<file path="config.mk">
export PLATFORM = sky130hd
export DESIGN_NAME = regfile_sb
export DESIGN_NICKNAME = d
export VERILOG_FILES = /design/src/rtl/regfile_pkg.sv /design/src/rtl/regfile_sb_scoreboard.sv /design/src/rtl/regfile_sb.sv
export SDC_FILE = /design/constraint.sdc
export NUM_CORES = 2
export LEC_CHECK = 0
export CORE_AREA = 5 5 332 334
export DETAILED_ROUTE_END_ITERATION = 8
export DIE_AREA = 0 0 337 339
export PLACE_DENSITY = 0.82
export SETUP_SLACK_MARGIN = 0.2
export SLEW_MARGIN = 25
export SYNTH_ARGS = -nofsm -noshare
export SYNTH_HDL_FRONTEND = slang
export SYNTH_SLANG_ARGS = --single-unit
</file>
<file path="constraint.sdc">
create_clock -name clk -period 2.66 [get_ports clk]
set_input_delay 0.266 -clock clk [delete_from_list [all_inputs] [get_ports clk]]
set_output_delay 0.266 -clock clk [all_outputs]
set_load 0.02 [all_outputs]
</file>
<file path="src/rtl/regfile_pkg.sv">
// Shared defaults and address types for the register file with scoreboard.
package regfile_pkg;
   localparam int XLEN_DEF  = 32;
   localparam int NREGS_DEF = 32;
   localparam int AW_DEF    = $clog2(NREGS_DEF);

   typedef logic [AW_DEF-1:0] reg_addr_t;

   localparam reg_addr_t ZERO_ADDR = '0;
endpackage

</file>
<file path="src/rtl/regfile_sb_scoreboard.sv">
// Pending-write scoreboard: issue sets a bit, writeback clears it, issue wins ties.
module reg_scoreboard
   import regfile_pkg::*;
#(
   parameter int NREGS    = NREGS_DEF,
   parameter int ZERO_REG = 1,
   parameter int AW       = $clog2(NREGS)
) (
   input  logic             clk,
   input  logic             rst_n,
   input  logic             iss_en_i,
   input  logic [AW-1:0]    iss_addr_i,
   input  logic             wr_en_i,
   input  logic [AW-1:0]    wr_addr_i,
   output logic [NREGS-1:0] busy_vec_o
);

   logic [NREGS-1:0] busy_q, busy_d;

   always_comb begin
      busy_d = busy_q;
      for (int i = 0; i < NREGS; i++) begin
         // A newly issued producer supersedes the one retiring this cycle.
         if (iss_en_i && iss_addr_i == AW'(i))
            busy_d[i] = 1'b1;
         else if (wr_en_i && wr_addr_i == AW'(i))
            busy_d[i] = 1'b0;
      end
      if (ZERO_REG != 0)
         busy_d[int'(ZERO_ADDR)] = 1'b0;
   end

   always_ff @(posedge clk or negedge rst_n) begin
      if (!rst_n) busy_q <= '0;
      else        busy_q <= busy_d;
   end

   assign busy_vec_o = busy_q;

endmodule

</file>
<file path="src/rtl/regfile_sb.sv">
// Two-read/one-write register file with registered reads, write bypass and
// a per-register pending-write scoreboard.
module regfile_sb
   import regfile_pkg::*;
#(
   parameter int XLEN     = XLEN_DEF,
   parameter int NREGS    = NREGS_DEF,
   parameter int AW       = $clog2(NREGS),
   parameter int ZERO_REG = 1,
   parameter int BYPASS   = 1
) (
   input  logic             clk,
   input  logic             rst_n,
   input  logic             rd_en,
   input  logic [AW-1:0]    rs1_addr,
   input  logic [AW-1:0]    rs2_addr,
   output logic [XLEN-1:0]  rd1_data,
   output logic [XLEN-1:0]  rd2_data,
   output logic             rd1_busy,
   output logic             rd2_busy,
   output logic             rd_valid,
   input  logic             wr_en,
   input  logic [AW-1:0]    wr_addr,
   input  logic [XLEN-1:0]  wr_data,
   input  logic             iss_en,
   input  logic [AW-1:0]    iss_addr,
   output logic [NREGS-1:0] busy_vec
);

   logic [XLEN-1:0] regs_q [NREGS];
   logic            wr_ok;
   logic [XLEN:0]   rp1_d, rp2_d;
   logic [XLEN:0]   rp1_q, rp2_q;
   logic            vld_q;

   assign wr_ok = wr_en && !(ZERO_REG != 0 && wr_addr == AW'(ZERO_ADDR));

   always_ff @(posedge clk or negedge rst_n) begin
      if (!rst_n) begin
         for (int i = 0; i < NREGS; i++) regs_q[i] <= '0;
      end else if (wr_ok) begin
         regs_q[wr_addr] <= wr_data;
      end
   end

   reg_scoreboard #(
      .NREGS    (NREGS),
      .ZERO_REG (ZERO_REG),
      .AW       (AW)
   ) u_sb (
      .clk        (clk),
      .rst_n      (rst_n),
      .iss_en_i   (iss_en),
      .iss_addr_i (iss_addr),
      .wr_en_i    (wr_en),
      .wr_addr_i  (wr_addr),
      .busy_vec_o (busy_vec)
   );

   // Returns {busy, data} for one read port as seen at the coming edge.
   function automatic logic [XLEN:0] read_port(input logic [AW-1:0] a);
      logic [XLEN:0] r;
      if (ZERO_REG != 0 && a == AW'(ZERO_ADDR))
         r = '0;
      else if (BYPASS != 0 && wr_ok && a == wr_addr)
         r = {iss_en && iss_addr == a, wr_data};
      else
         r = {busy_vec[a], regs_q[a]};
      return r;
   endfunction

   always_comb begin
      rp1_d = rp1_q;
      rp2_d = rp2_q;
      if (rd_en) begin
         rp1_d = read_port(rs1_addr);
         rp2_d = read_port(rs2_addr);
      end
   end

   always_ff @(posedge clk or negedge rst_n) begin
      if (!rst_n) begin
         rp1_q <= '0;
         rp2_q <= '0;
         vld_q <= 1'b0;
      end else begin
         rp1_q <= rp1_d;
         rp2_q <= rp2_d;
         vld_q <= rd_en;
      end
   end

   assign {rd1_busy, rd1_data} = rp1_q;
   assign {rd2_busy, rd2_data} = rp2_q;
   assign rd_valid             = vld_q;

endmodule

</file>
==> reports/qor.txt <==
POWER
-----------------------------------------------------------------------------------------
Static leakage power                                                             28.81 nW
Peak supply drop                                                                 518.7 µV
PwrDens                                                                      740.0 nW/µm²
Total power consumption of the routed design                                    0.04989 W

DETAILED ROUTING
-----------------------------------------------------------------------------------------
Residual DRC count                                                                      0
Antenna Violating Nets Remaining                                                        0
Vias per cell                                                                       7.271
Wirelength, routed                                                               181.6 mm
Final routed wire length divided by cell count                                   32.77 µm
Detailed Route Iter0 Violations                                                      5011
Vias post-DR                                                                        40302
Detailed-routing iteration count for the pre-antenna-repair pass                        8

PLACE
-----------------------------------------------------------------------------------------
Placed insts                                                                         5338
Pre-CTS setup slack                                                             -75.26 ps
I/O Buffers                                                                           154
GPL Wtd Cong                                                                       0.8680
Half-perimeter wire length after placement                                       112.8 mm

TIMING
-----------------------------------------------------------------------------------------
Max Fclk                                                                       0.4421 GHz
Transition time of the tightest slew-check pin                                   845.8 ps
Final worst path period need                                                      2262 ps
Worst clock skew                                                                 27.29 ps
Worst-case headroom to the max-slew limit                                          43.37%
Total count of hold-check failures in the final report                                  0
Final setup margin                                                               398.2 ps
Final worst-path cycle share                                                       85.03%
RSZ-0062 raised after global routing                                                false
Max-slew violation count                                                                0
Count of endpoints failing setup in the final report                                    0
Worst hold slack across all endpoints                                            116.0 ps

FINAL LAYOUT
-----------------------------------------------------------------------------------------
Area taken by multi-input logic gates                                           28540 µm²
Fraction of final layout cells sized beyond drive strength 1                       47.47%
Area used by sequential logic in the layout                                     28080 µm²
Fill count                                                                           7368
Post-layout net count                                                                4107
Count of placed standard cells in the final layout, fillers left out                 5543
Core occupancy in the finished layout                                              63.24%
Layout overhead on the synthesized area                                            15.48%

LOGIC SYNTHESIS
-----------------------------------------------------------------------------------------
Post-synthesis cell area                                                        58380 µm²
Distinct cell type count of the synthesized netlist                                    55
Avg Cell Area, Syn                                                              14.71 µm²
Warnings from Yosys                                                                     0
Top-count cell post-synth                                                    sky130_fd_sc_hd__dfrtp_1
Count of mapped cells out of synthesis                                               3970
Most frequent cells after synthesis                                          sky130_fd_sc_hd__dfrtp_1, sky130_fd_sc_hd__mux2_2, sky130_fd_sc_hd__mux4_2
Library cell with the largest summed area after synthesis                    sky130_fd_sc_hd__dfrtp_1
Syn nets                                                                             4027
Register area share after synthesis                                                48.09%
EDFF count, synth                                                                       0
Most used DFF post-synth                                                     sky130_fd_sc_hd__dfrtp_1
Register bit count reported by yosys                                                 1122
Cells taking the most area after synthesis                                   sky130_fd_sc_hd__dfrtp_1, sky130_fd_sc_hd__mux2_2, sky130_fd_sc_hd__mux4_2
Synth top area share                                                               48.09%
Proportion of register bits with asynchronous set or reset after synthesis         100.0%

STATUS
-----------------------------------------------------------------------------------------
Run status                                                                   complete, no violations

FLOORPLAN
-----------------------------------------------------------------------------------------
Core ar.                                                                       106600 µm²
Site row count                                                                        120
Starting density of the core                                                       54.77%
Die X                                                                              337 µm
I/O pin cnt                                                                           156
Floorplan die height                                                               339 µm
Die area                                                                       114200 µm²

CRITICAL PATH
-----------------------------------------------------------------------------------------
Kind of start point of the critical path                                             flop
Buffers & Inverters on Critical Path                                                    1
CP max stage delay                                                                 700 ps
Path type of the worst setup path                                            flop to output pin
Crit-path leading delay family                                               buffers and inverters
Cell with the largest stage delay on the worst path                          sky130_fd_sc_hd__clkdlybuf4s50_1
Critical path peak fanout                                                               2
Chain of cells forming the critical path                                     clkdlybuf4s50_1
Worst EP arrival                                                                  2000 ps
Data required time at the worst endpoint                                          2390 ps
Element type at the critical path end                                          output pin

GLOBAL ROUTING
-----------------------------------------------------------------------------------------
Initial antenna violation count                                                         6
Global routing usage summed across all routing layers                              31.78%
Via count of the first global-routing pass                                          42108
Remaining global-route overflow                                                         0
Largest net degree at the start of global routing                                     108
First-pass GRT wire length                                                       275.5 mm

CLOCK TREE
-----------------------------------------------------------------------------------------
Source-to-sink clock delay at the later pin of the worst-skew pair                 710 ps
Clock tree root buffer cell                                                  sky130_fd_sc_hd__clkbuf_16
Count of H-tree levels built during CTS                                                 3
CTS tree                                                                              yes
Worst-path clk slew                                                                 70 ps
Number of buffers created by CTS                                                      112
Buffers inserted by post-CTS timing repair                                              0
Sinks on the clock net                                                               1122
Post-cts repair resize count                                                            0
Clock Path Buffers                                                                      3

RUN
-----------------------------------------------------------------------------------------
Max Cap Viol                                                                            0

MIN PATH
-----------------------------------------------------------------------------------------
Worst Hold Class                                                             input port to asynchronous set/reset pin

-- metrics by stage --
stage                     cell area [µm²]  TNS, ps
after floorplan                     58380        0
after global placement              63680   -188.0
after detailed placement            63680   -603.9
after CTS                           67410        0
after global routing                67410        0
final                               67420        0
-- sequential cells by signal, indices dropped and copies added (netlist names) --
| register | cells |
|---|---|
| rd_valid | 1 |
| rp1_q | 33 |
| regs_q | 1024 |
| rp2_q | 33 |
| u_sb.busy_vec_o | 31 |
-- layer usage --
metal | up-vias | track usage, % | wire [µm]
met3 | 613 | 9.101 | 20990
met5 | - | 0 | 13
li1 | 15666 | - | -
met1 | 21137 | 42.94 | 67270
met2 | 2884 | 48.33 | 83610
met4 | 2 | 14.33 | 9767
-- power by group --
group | switching [W] | leakage (nW) | total, W | internal (W)
Combinational | 0.00436 | 12.6 | 0.0106 | 0.00627
Clock | 0.00699 | 1.81 | 0.0162 | 0.00920
Sequential | 0.00275 | 14.4 | 0.0231 | 0.0203
-- worst paths after layout --
kind | start | endpoint | slack, ps | cells after the start
min reg2reg | regs_q[1005]$_DFFE_PN0P_ | regs_q[1005]$_DFFE_PN0P_ | 400 | 0
max in group asynchronous | rst_n | regs_q[52]$_DFFE_PN0P_ | 1430 | 4
max reg2reg | regs_q[429]$_DFFE_PN0P_ | rp1_q[13]$_DFFE_PN0P_ | 660 | 5
min in group clk | rs1_addr[1] | rp1_q[32]$_DFFE_PN0P_ | 200 | 4
max | rp2_q[14]$_DFFE_PN0P_ | rd2_data[14] | 400 | 1
min | rst_n | rp1_q[32]$_DFFE_PN0P_ | 120 | 2
-- timing repair --
item	CTS	global route
hold endpoints to repair	293	0
hold buffers	1	0
endpoints found under the setup margin	0	0
-- final cells by class --
| class | instances | share of cell area (%) |
|---|---|---|
| inverters | 18 | 0.1002 |
| well taps | 1403 | 2.604 |
| clock inverters | 40 | 0.6867 |
| multi-input cells | 2364 | 42.33 |
| flip-flops and latches | 1122 | 41.65 |
| repair buffers | 432 | 7.789 |
| clock buffers | 161 | 4.835 |
| diodes | 3 | 0.01114 |
-- cells by family (layout without fill, tap and decap cells) --
family	Yosys count	in the layout	share of synthesized area (%)
xor+xnor	20	20	0.3000
mux	1591	1591	39.18
compound gates	513	513	6.627
simple gates	239	239	2.396
other cells	1	4	0.006423
flops	1122	1122	48.09
buf+inv	484	651	3.397
-- layout by cell type (no fill, tap or decap), types with 11 or more instances in the layout --
cell type                         instances
sky130_fd_sc_hd__clkbuf_8                23
sky130_fd_sc_hd__mux2_2                 994
sky130_fd_sc_hd__inv_1                   16
sky130_fd_sc_hd__o221ai_1                33
sky130_fd_sc_hd__a21oi_1                 68
sky130_fd_sc_hd__mux4_2                 456
sky130_fd_sc_hd__clkbuf_1                24
sky130_fd_sc_hd__or3_1                   32
sky130_fd_sc_hd__clkdlybuf4s50_1        146
sky130_fd_sc_hd__mux2i_1                141
sky130_fd_sc_hd__o21ai_0                 51
sky130_fd_sc_hd__xnor2_1                 12
sky130_fd_sc_hd__a22oi_1                 99
sky130_fd_sc_hd__a221oi_1                65
sky130_fd_sc_hd__a221o_1                 33
sky130_fd_sc_hd__clkbuf_16              114
sky130_fd_sc_hd__clkinv_2                15
sky130_fd_sc_hd__nor2_4                  11
sky130_fd_sc_hd__a22o_1                  40
sky130_fd_sc_hd__buf_4                  150
sky130_fd_sc_hd__o22a_1                  32
sky130_fd_sc_hd__a211oi_1                66
sky130_fd_sc_hd__dfrtp_1               1122
sky130_fd_sc_hd__nand2_1                 15
sky130_fd_sc_hd__nor2b_1                 70
sky130_fd_sc_hd__nor4_1                  35
sky130_fd_sc_hd__buf_12                 128
No activity file was read; power rests on OpenSTA's default activity.
